## src/rtl/ddu_run_ctrl.sv

```systemverilog
// Run/debug gate for the multi-cycle CPU: continuous run, single-step, address
// breakpoints and a DDU address browser, plus a retired-fetch counter.
module ddu_run_ctrl #(
  parameter int ADDR_W      = 32,
  parameter int NUM_BP      = 4,
  parameter int ADDR_STEP   = 4,
  parameter int FETCH_STATE = 0,
  parameter int STATE_W     = 4,
  parameter int CNT_W       = 32,
  localparam int BPI_W      = (NUM_BP > 1) ? $clog2(NUM_BP) : 1
) (
  input  logic                     clk_i,
  input  logic                     rst_i,
  input  logic                     cont_i,
  input  logic                     step_i,
  input  logic                     inc_i,
  input  logic                     dec_i,
  input  logic [ADDR_W-1:0]        pc_i,
  input  logic [STATE_W-1:0]       cpu_state_i,
  input  logic [NUM_BP*ADDR_W-1:0] bp_addr_i,
  input  logic [NUM_BP-1:0]        bp_en_i,
  output logic                     run_o,
  output logic [ADDR_W-1:0]        ddu_addr_o,
  output logic                     halted_o,
  output logic                     bp_hit_o,
  output logic [BPI_W-1:0]         bp_idx_o,
  output logic [CNT_W-1:0]         instr_cnt_o
);

  localparam logic [1:0] S_IDLE = 2'd0;
  localparam logic [1:0] S_RUN  = 2'd1;
  localparam logic [1:0] S_STEP = 2'd2;
  localparam logic [1:0] S_HOLD = 2'd3;

  logic [1:0]        state_q, state_d;
  logic              step_q, inc_q, dec_q;
  logic              resume_q, resume_d;
  logic              first_q, first_d;
  logic              bp_hit_q, bp_hit_d;
  logic [BPI_W-1:0]  bp_idx_q, bp_idx_d;
  logic [ADDR_W-1:0] ddu_addr_q, ddu_addr_d;
  logic [CNT_W-1:0]  instr_cnt_q, instr_cnt_d;

  logic             step_p, inc_p, dec_p;
  logic             at_fetch, match, bp_stop, run;
  logic [BPI_W-1:0] match_idx;

  assign step_p   = step_i & ~step_q;
  assign inc_p    = inc_i & ~inc_q;
  assign dec_p    = dec_i & ~dec_q;
  assign at_fetch = (cpu_state_i == STATE_W'(FETCH_STATE));

  // Scan high-to-low so the lowest matching comparator is the one left standing.
  always_comb begin
    match     = 1'b0;
    match_idx = '0;
    for (int i = NUM_BP - 1; i >= 0; i--) begin
      if (bp_en_i[i] && (pc_i == bp_addr_i[i*ADDR_W +: ADDR_W])) begin
        match     = 1'b1;
        match_idx = BPI_W'(i);
      end
    end
  end

  // resume masks the breakpoint for the one fetch at the PC we stopped on.
  assign bp_stop = at_fetch & match & ~resume_q;

  always_comb begin
    run = 1'b0;
    case (state_q)
      S_RUN:   run = cont_i & ~bp_stop;
      S_STEP:  run = first_q | ~at_fetch;
      default: run = 1'b0;
    endcase
  end

  always_comb begin
    state_d  = state_q;
    first_d  = first_q;
    bp_hit_d = bp_hit_q;
    bp_idx_d = bp_idx_q;
    resume_d = resume_q;
    if (run && at_fetch) resume_d = 1'b0;
    case (state_q)
      S_IDLE: begin
        if (cont_i) begin
          state_d  = S_RUN;
          resume_d = 1'b1;
          bp_hit_d = 1'b0;
        end else if (step_p) begin
          state_d  = S_STEP;
          first_d  = 1'b1;
          bp_hit_d = 1'b0;
        end
      end
      S_RUN: begin
        if (!cont_i) begin
          state_d = S_IDLE;
        end else if (bp_stop) begin
          state_d  = S_HOLD;
          bp_hit_d = 1'b1;
          bp_idx_d = match_idx;
        end
      end
      S_STEP: begin
        first_d = 1'b0;
        if (!first_q && at_fetch) state_d = cont_i ? S_HOLD : S_IDLE;
      end
      S_HOLD: begin
        if (!cont_i) begin
          state_d = S_IDLE;
        end else if (step_p) begin
          state_d  = S_STEP;
          first_d  = 1'b1;
          bp_hit_d = 1'b0;
        end
      end
      default: state_d = S_IDLE;
    endcase
  end

  always_comb begin
    ddu_addr_d = ddu_addr_q;
    case ({inc_p, dec_p})
      2'b10:   ddu_addr_d = ddu_addr_q + ADDR_W'(ADDR_STEP);
      2'b01:   ddu_addr_d = ddu_addr_q - ADDR_W'(ADDR_STEP);
      default: ddu_addr_d = ddu_addr_q;
    endcase
  end

  always_comb begin
    instr_cnt_d = instr_cnt_q;
    if (run && at_fetch) instr_cnt_d = instr_cnt_q + CNT_W'(1);
  end

  always_ff @(posedge clk_i or negedge rst_i) begin
    if (!rst_i) begin
      state_q     <= S_IDLE;
      step_q      <= 1'b0;
      inc_q       <= 1'b0;
      dec_q       <= 1'b0;
      resume_q    <= 1'b0;
      first_q     <= 1'b0;
      bp_hit_q    <= 1'b0;
      bp_idx_q    <= '0;
      ddu_addr_q  <= '0;
      instr_cnt_q <= '0;
    end else begin
      state_q     <= state_d;
      step_q      <= step_i;
      inc_q       <= inc_i;
      dec_q       <= dec_i;
      resume_q    <= resume_d;
      first_q     <= first_d;
      bp_hit_q    <= bp_hit_d;
      bp_idx_q    <= bp_idx_d;
      ddu_addr_q  <= ddu_addr_d;
      instr_cnt_q <= instr_cnt_d;
    end
  end

  assign run_o       = run;
  assign ddu_addr_o  = ddu_addr_q;
  assign halted_o    = (state_q == S_IDLE) || (state_q == S_HOLD);
  assign bp_hit_o    = bp_hit_q;
  assign bp_idx_o    = bp_idx_q;
  assign instr_cnt_o = instr_cnt_q;

endmodule

```

## config.mk

```make
export PLATFORM = sky130hd
export DESIGN_NAME = ddu_run_ctrl
export DESIGN_NICKNAME = d
export VERILOG_FILES = /design/src/rtl/ddu_run_ctrl.sv
export SDC_FILE = /design/constraint.sdc
export NUM_CORES = 1
export LEC_CHECK = 0
export BUFFER_PORTS_ARGS = -buffer_cell sky130_fd_sc_hd__clkbuf_2
export CAP_MARGIN = 10
export CORE_AREA = 2 2 116 163
export DETAILED_ROUTE_END_ITERATION = 8
export DIE_AREA = 0 0 118 165
export GPL_TIMING_DRIVEN = 0
export PLACE_DENSITY = 0.71
export SKIP_CTS_REPAIR_TIMING = 1
export SYNTH_ARGS = -nofsm -noshare
export SYNTH_HDL_FRONTEND = slang
export SYNTH_SLANG_ARGS = --single-unit
```

## constraint.sdc

```tcl
create_clock -name clk_i -period 3.4 [get_ports clk_i]
set_clock_uncertainty 0.15 [all_clocks]
set_input_delay 0.17 -clock clk_i [delete_from_list [all_inputs] [get_ports clk_i]]
set_output_delay 0.17 -clock clk_i [all_outputs]
set_load 0.02 [all_outputs]
```

==> flow_summary_export.csv <==
group,metric,value,unit
placed_design,io_buffers,240,
clock_network,root_buffer,"clkbuf_16",
logic_synthesis,synth_compound_area_frac,0.158,
timing,final.min_clock_period,3.29,ns
clock_network,numCtsBuffers,9,
layout,area_growth_syn_to_layout,33.1,%
logic_synthesis,synth-main-ff-cell,"dfrtp_1",
pwr,p_clk_frac,0.230,
worst_setup_path,crit_type,"reg2reg",
pwr,comb_power_share,0.498,
layout,drive_above_1_share,0.329,
global_routing,antenna_found_initial,0,
worst_setup_path,cpLargestDelayFamily,"compound AO/OA/AOI/OAI gates",
timing,slew_viol_final,0,
logic_synthesis,async_flop_share,1.00,
route,routed_wl,20800,µm
logic_synthesis,synthMuxAreaShare,0.0108,
timing,post-route-period-util,0.967,
logic_synthesis,seq_area_frac_synth,0.292,
worst_setup_path,end_kind,"flip-flop",
worst_setup_path,slowest_delay,0.40,ns
global_routing,gr-usage-met3,0.0335,
route,vias_per_cell,5.12,
worst_setup_path,cp-start-kind,"flip-flop",
logic_synthesis,avgSynthCellArea,9.19,µm²
timing,finalSetupTns,0,ns
logic_synthesis,ys_warn_count,0,
clock_network,clkSinkCount,72,
die,num_rows,58,
pwr,p_sw,1.97,mW
global_routing,grt_start_max_net_pins,52,
timing,hold_viol_final,0,
placed_design,hpwl,17000,µm
logic_synthesis,synthesis.area,0.00617,mm²
global_routing,busiest_layer,"met2",
worst_setup_path,crit_top_cell,"buf_4",
pwr,intPower,2.68,mW
pwr,power.density,567,mW/mm²
route,first_pass_iters,5,
timing,max_freq,304,MHz
layout,finish.net_count,1146,
logic_synthesis,synth_top_family_by_area,"XOR/XNOR gates",
clock_network,cts_tree,"built",
route,wl_per_cell,17.6,µm
global_routing,grt_pass1_vias,6171,
worst_setup_path,arrival,3.33,ns
route,drtAntennaViolNets,0,
global_routing,grt_pass1_wl,31900,µm
clock_network,clk_latency,0.34,ns
die,pin_count,243,
logic_synthesis,synth-adder-area-share,0.0763,
worst_setup_path,cp_max_fo,10,
global_routing,track_usage,0.211,
global_routing,grt_remaining_overflow,0,
logic_synthesis,synth_cell_type_count,68,
layout,n_fill_cell,1771,
pwr,leakage,4.08,nW
clock_network,clk_pin_slew,0.06,ns
run,cap_violations,0,
logic_synthesis,synth_xor_area_frac,0.250,
worst_setup_path,path_cells,"nand2b_1 > ha_4 > buf_4 > buf_4 > ha_2 > nand3_1 > a21boi_1 > o22a_1 > a21oi_1 > o31a_2 > o21ai_1 > xnor2_1 > o21ai_0",
timing,finalSetupViolCount,0,
die,die_x,118,µm
worst_hold_path,worstHoldPathType,"in2reg",
route,dr_total_vias,6038,
layout,multi_input_area,0.00428,mm²
placed_design,gp_congestion,0.956,
route,drc,0,
timing,max-slew-margin-rel,0.391,
timing,holdWs,0.127,ns
timing,worst_slew_pin_slew,0.905,ns
logic_synthesis,synthSimpleGateAreaFrac,0.186,
layout,seqCellArea,0.00180,mm²
timing,layout_setup_ws,0.113,ns
logic_synthesis,synthCells,671,
worst_setup_path,cpMaxStageDelayCell,"o31a_2",
layout,n_antenna_cell,0,
die,die_area,0.0195,mm²
die,core,0.0179,mm²
worst_setup_path,critPathBufInv,2,
logic_synthesis,synth_edf_count,0,
global_routing,use_met1,0.213,
clock_network,clock_path_buffers,2,
clock_network,htree_levels,3,
run_status,status,"completed",
route,drt_iter0_drc,286,
pwr,peakVddDrop,0.000271,V
die,initial_core_util,0.344,
pwr,seqPwrFrac,0.272,
logic_synthesis,synth-seq-cells,72,
pwr,swShare,0.425,
placed_design,dpl_worst_slack,-0.380,ns
global_routing,use_met2,0.398,
die,die_y,165,µm
worst_setup_path,required,3.45,ns
==> flip-flops by register name (all words and copies together), names as in the netlist <==
register and count:
inc_q 1, instr_cnt_o 32, resume_q 1, bp_idx_o 2
dec_q 1, step_q 1, first_q 1, bp_hit_o 1
state_q 2, ddu_addr_o 30
==> cells in the final DEF, fill, tap and decap left out, types with 3 or more instances in the layout <==
master and n:
clkbuf_2 239, xor2_1 141, dfrtp_1 72, nand2_1 46, xnor2_1 35, a21oi_1 34
ha_1 33, o21ai_0 31, nor4_1 30, nand3_1 28, nor2_1 22, inv_1 21
nor3_1 18, nand2b_1 14, nand4_1 13, buf_4 9, clkbuf_16 9, o21a_1 8
or3_1 7, a21o_1 7, o31ai_1 7, clkbuf_1 5, and4_1 5, and2_1 4
and3_1 4, a211oi_1 4, dlygate4sd3_1 4, o21ai_1 3, clkbuf_8 3, or2_2 3
a21oi_2 3, a31oi_1 3, o31a_2 3, mux2_2 3
==> per-stage QoR <==
step / cells / utilization / area [µm²] / power, mW
3_5_place_dp: 1153 / 0.430 / 7700 / 3.51
3_3_place_gp: 1152 / 0.428 / 7670 / 3.45
4_1_cts: 1169 / 0.448 / 8030 / 4.60
5_1_grt: 1180 / 0.458 / 8210 / 4.97
2_1_floorplan: 672 / - / 6170 / 2.79
6_report: 1180 / 0.458 / 8210 / 4.65
==> cell type report <==
| type | count | area share |
|---|---|---|
| sequential | 72 | 0.220 |
| inverter | 21 | 0.00961 |
| timing repair buffer | 253 | 0.163 |
| buffer | 12 | 0.00991 |
| clock buffer | 10 | 0.0291 |
| tap | 240 | 0.0366 |
| clock inverter | 6 | 0.0110 |
| multi-input combinational | 566 | 0.522 |
==> worst register-to-register path, cell delays in order, from the launching register on <==
cell and delay [ns]:
dfrtp_1 0.35, nand2b_1 0.17, ha_4 0.23, buf_4 0.19
buf_4 0.14, ha_2 0.39, nand3_1 0.13, a21boi_1 0.17
o22a_1 0.25, a21oi_1 0.13, o31a_2 0.41, o21ai_1 0.20
xnor2_1 0.15, o21ai_0 0.09
==> metal layers <==
layer | routed length (µm) | vias up | part of all wire
met5 | 0 | - | 0
met4 | 1230 | 0 | 0.059
met3 | 948 | 49 | 0.046
met2 | 11200 | 225 | 0.54
met1 | 7470 | 2828 | 0.36
li1 | - | 2936 | -
==> final timing paths <==
check	depth (start not counted)	from	slack, ns	endpoint
max	13	inc_q	0.11	ddu_addr_o[27]
min	4	cpu_state_i[2]	0.13	resume_q
max reg2reg	13	inc_q	0.11	ddu_addr_o[27]
min reg2reg	1	ddu_addr_o[31]	0.32	ddu_addr_o[31]
max in group asynchronous	3	rst_i	2.36	ddu_addr_o[19]
min in group asynchronous	2	rst_i	0.17	ddu_addr_o[2]
==> power by group through the flow <==
stage / Clock [mW] / Sequential (mW) / Combinational (mW)
finish: 1.07 / 1.27 / 2.32
global route: 1.13 / 1.30 / 2.54
CTS: 1.09 / 1.27 / 2.24
detailed placement: 0 / 1.29 / 2.23
global placement: 0 / 1.27 / 2.18
floorplan: 0 / 1.46 / 1.33
==> cell usage after synthesis (3+ instances only) <==
master    number  area (µm²)
o31a_2         3        30.0
nand2_1       46         173
and2_1         4        25.0
a211oi_1       5        37.5
o21ai_0       33         165
or3_1          7        43.8
o31ai_2        3        37.5
xor2_1       141        1230
inv_1         21        78.8
xnor2_1       35         307
dfrtp_1       72        1800
o31ai_1        7        52.6
mux2_2         3        33.8
or2_2          3        18.8
nor4_1        30         188
a21o_1         7        52.6
nor2b_1        4        25.0
ha_1          36         450
nand4_1       13        81.3
nor3_1        18        90.1
clkbuf_1       6        22.5
nand3_1       28         140
a31oi_1        3        18.8
nor2_1        22        82.6
nand2b_1      14        87.6
and4_1         5        43.8
o21a_1         8        60.1
a21oi_1       36         180
and3_1         4        25.0
==> cells by family (layout without fill, tap and decap cells) <==
| family | after synthesis | count (layout) |
|---|---|---|
| and+or+nand+nor | 208 | 208 |
| xor gates and xnor gates | 176 | 176 |
| AOI/OAI and AO/OA | 137 | 137 |
| DFF | 72 | 72 |
| adders and majority gates | 37 | 37 |
| buffers and inverters | 34 | 302 |
| muxes | 6 | 6 |
| other | 1 | 2 |
(Power assumes the default switching activity.)
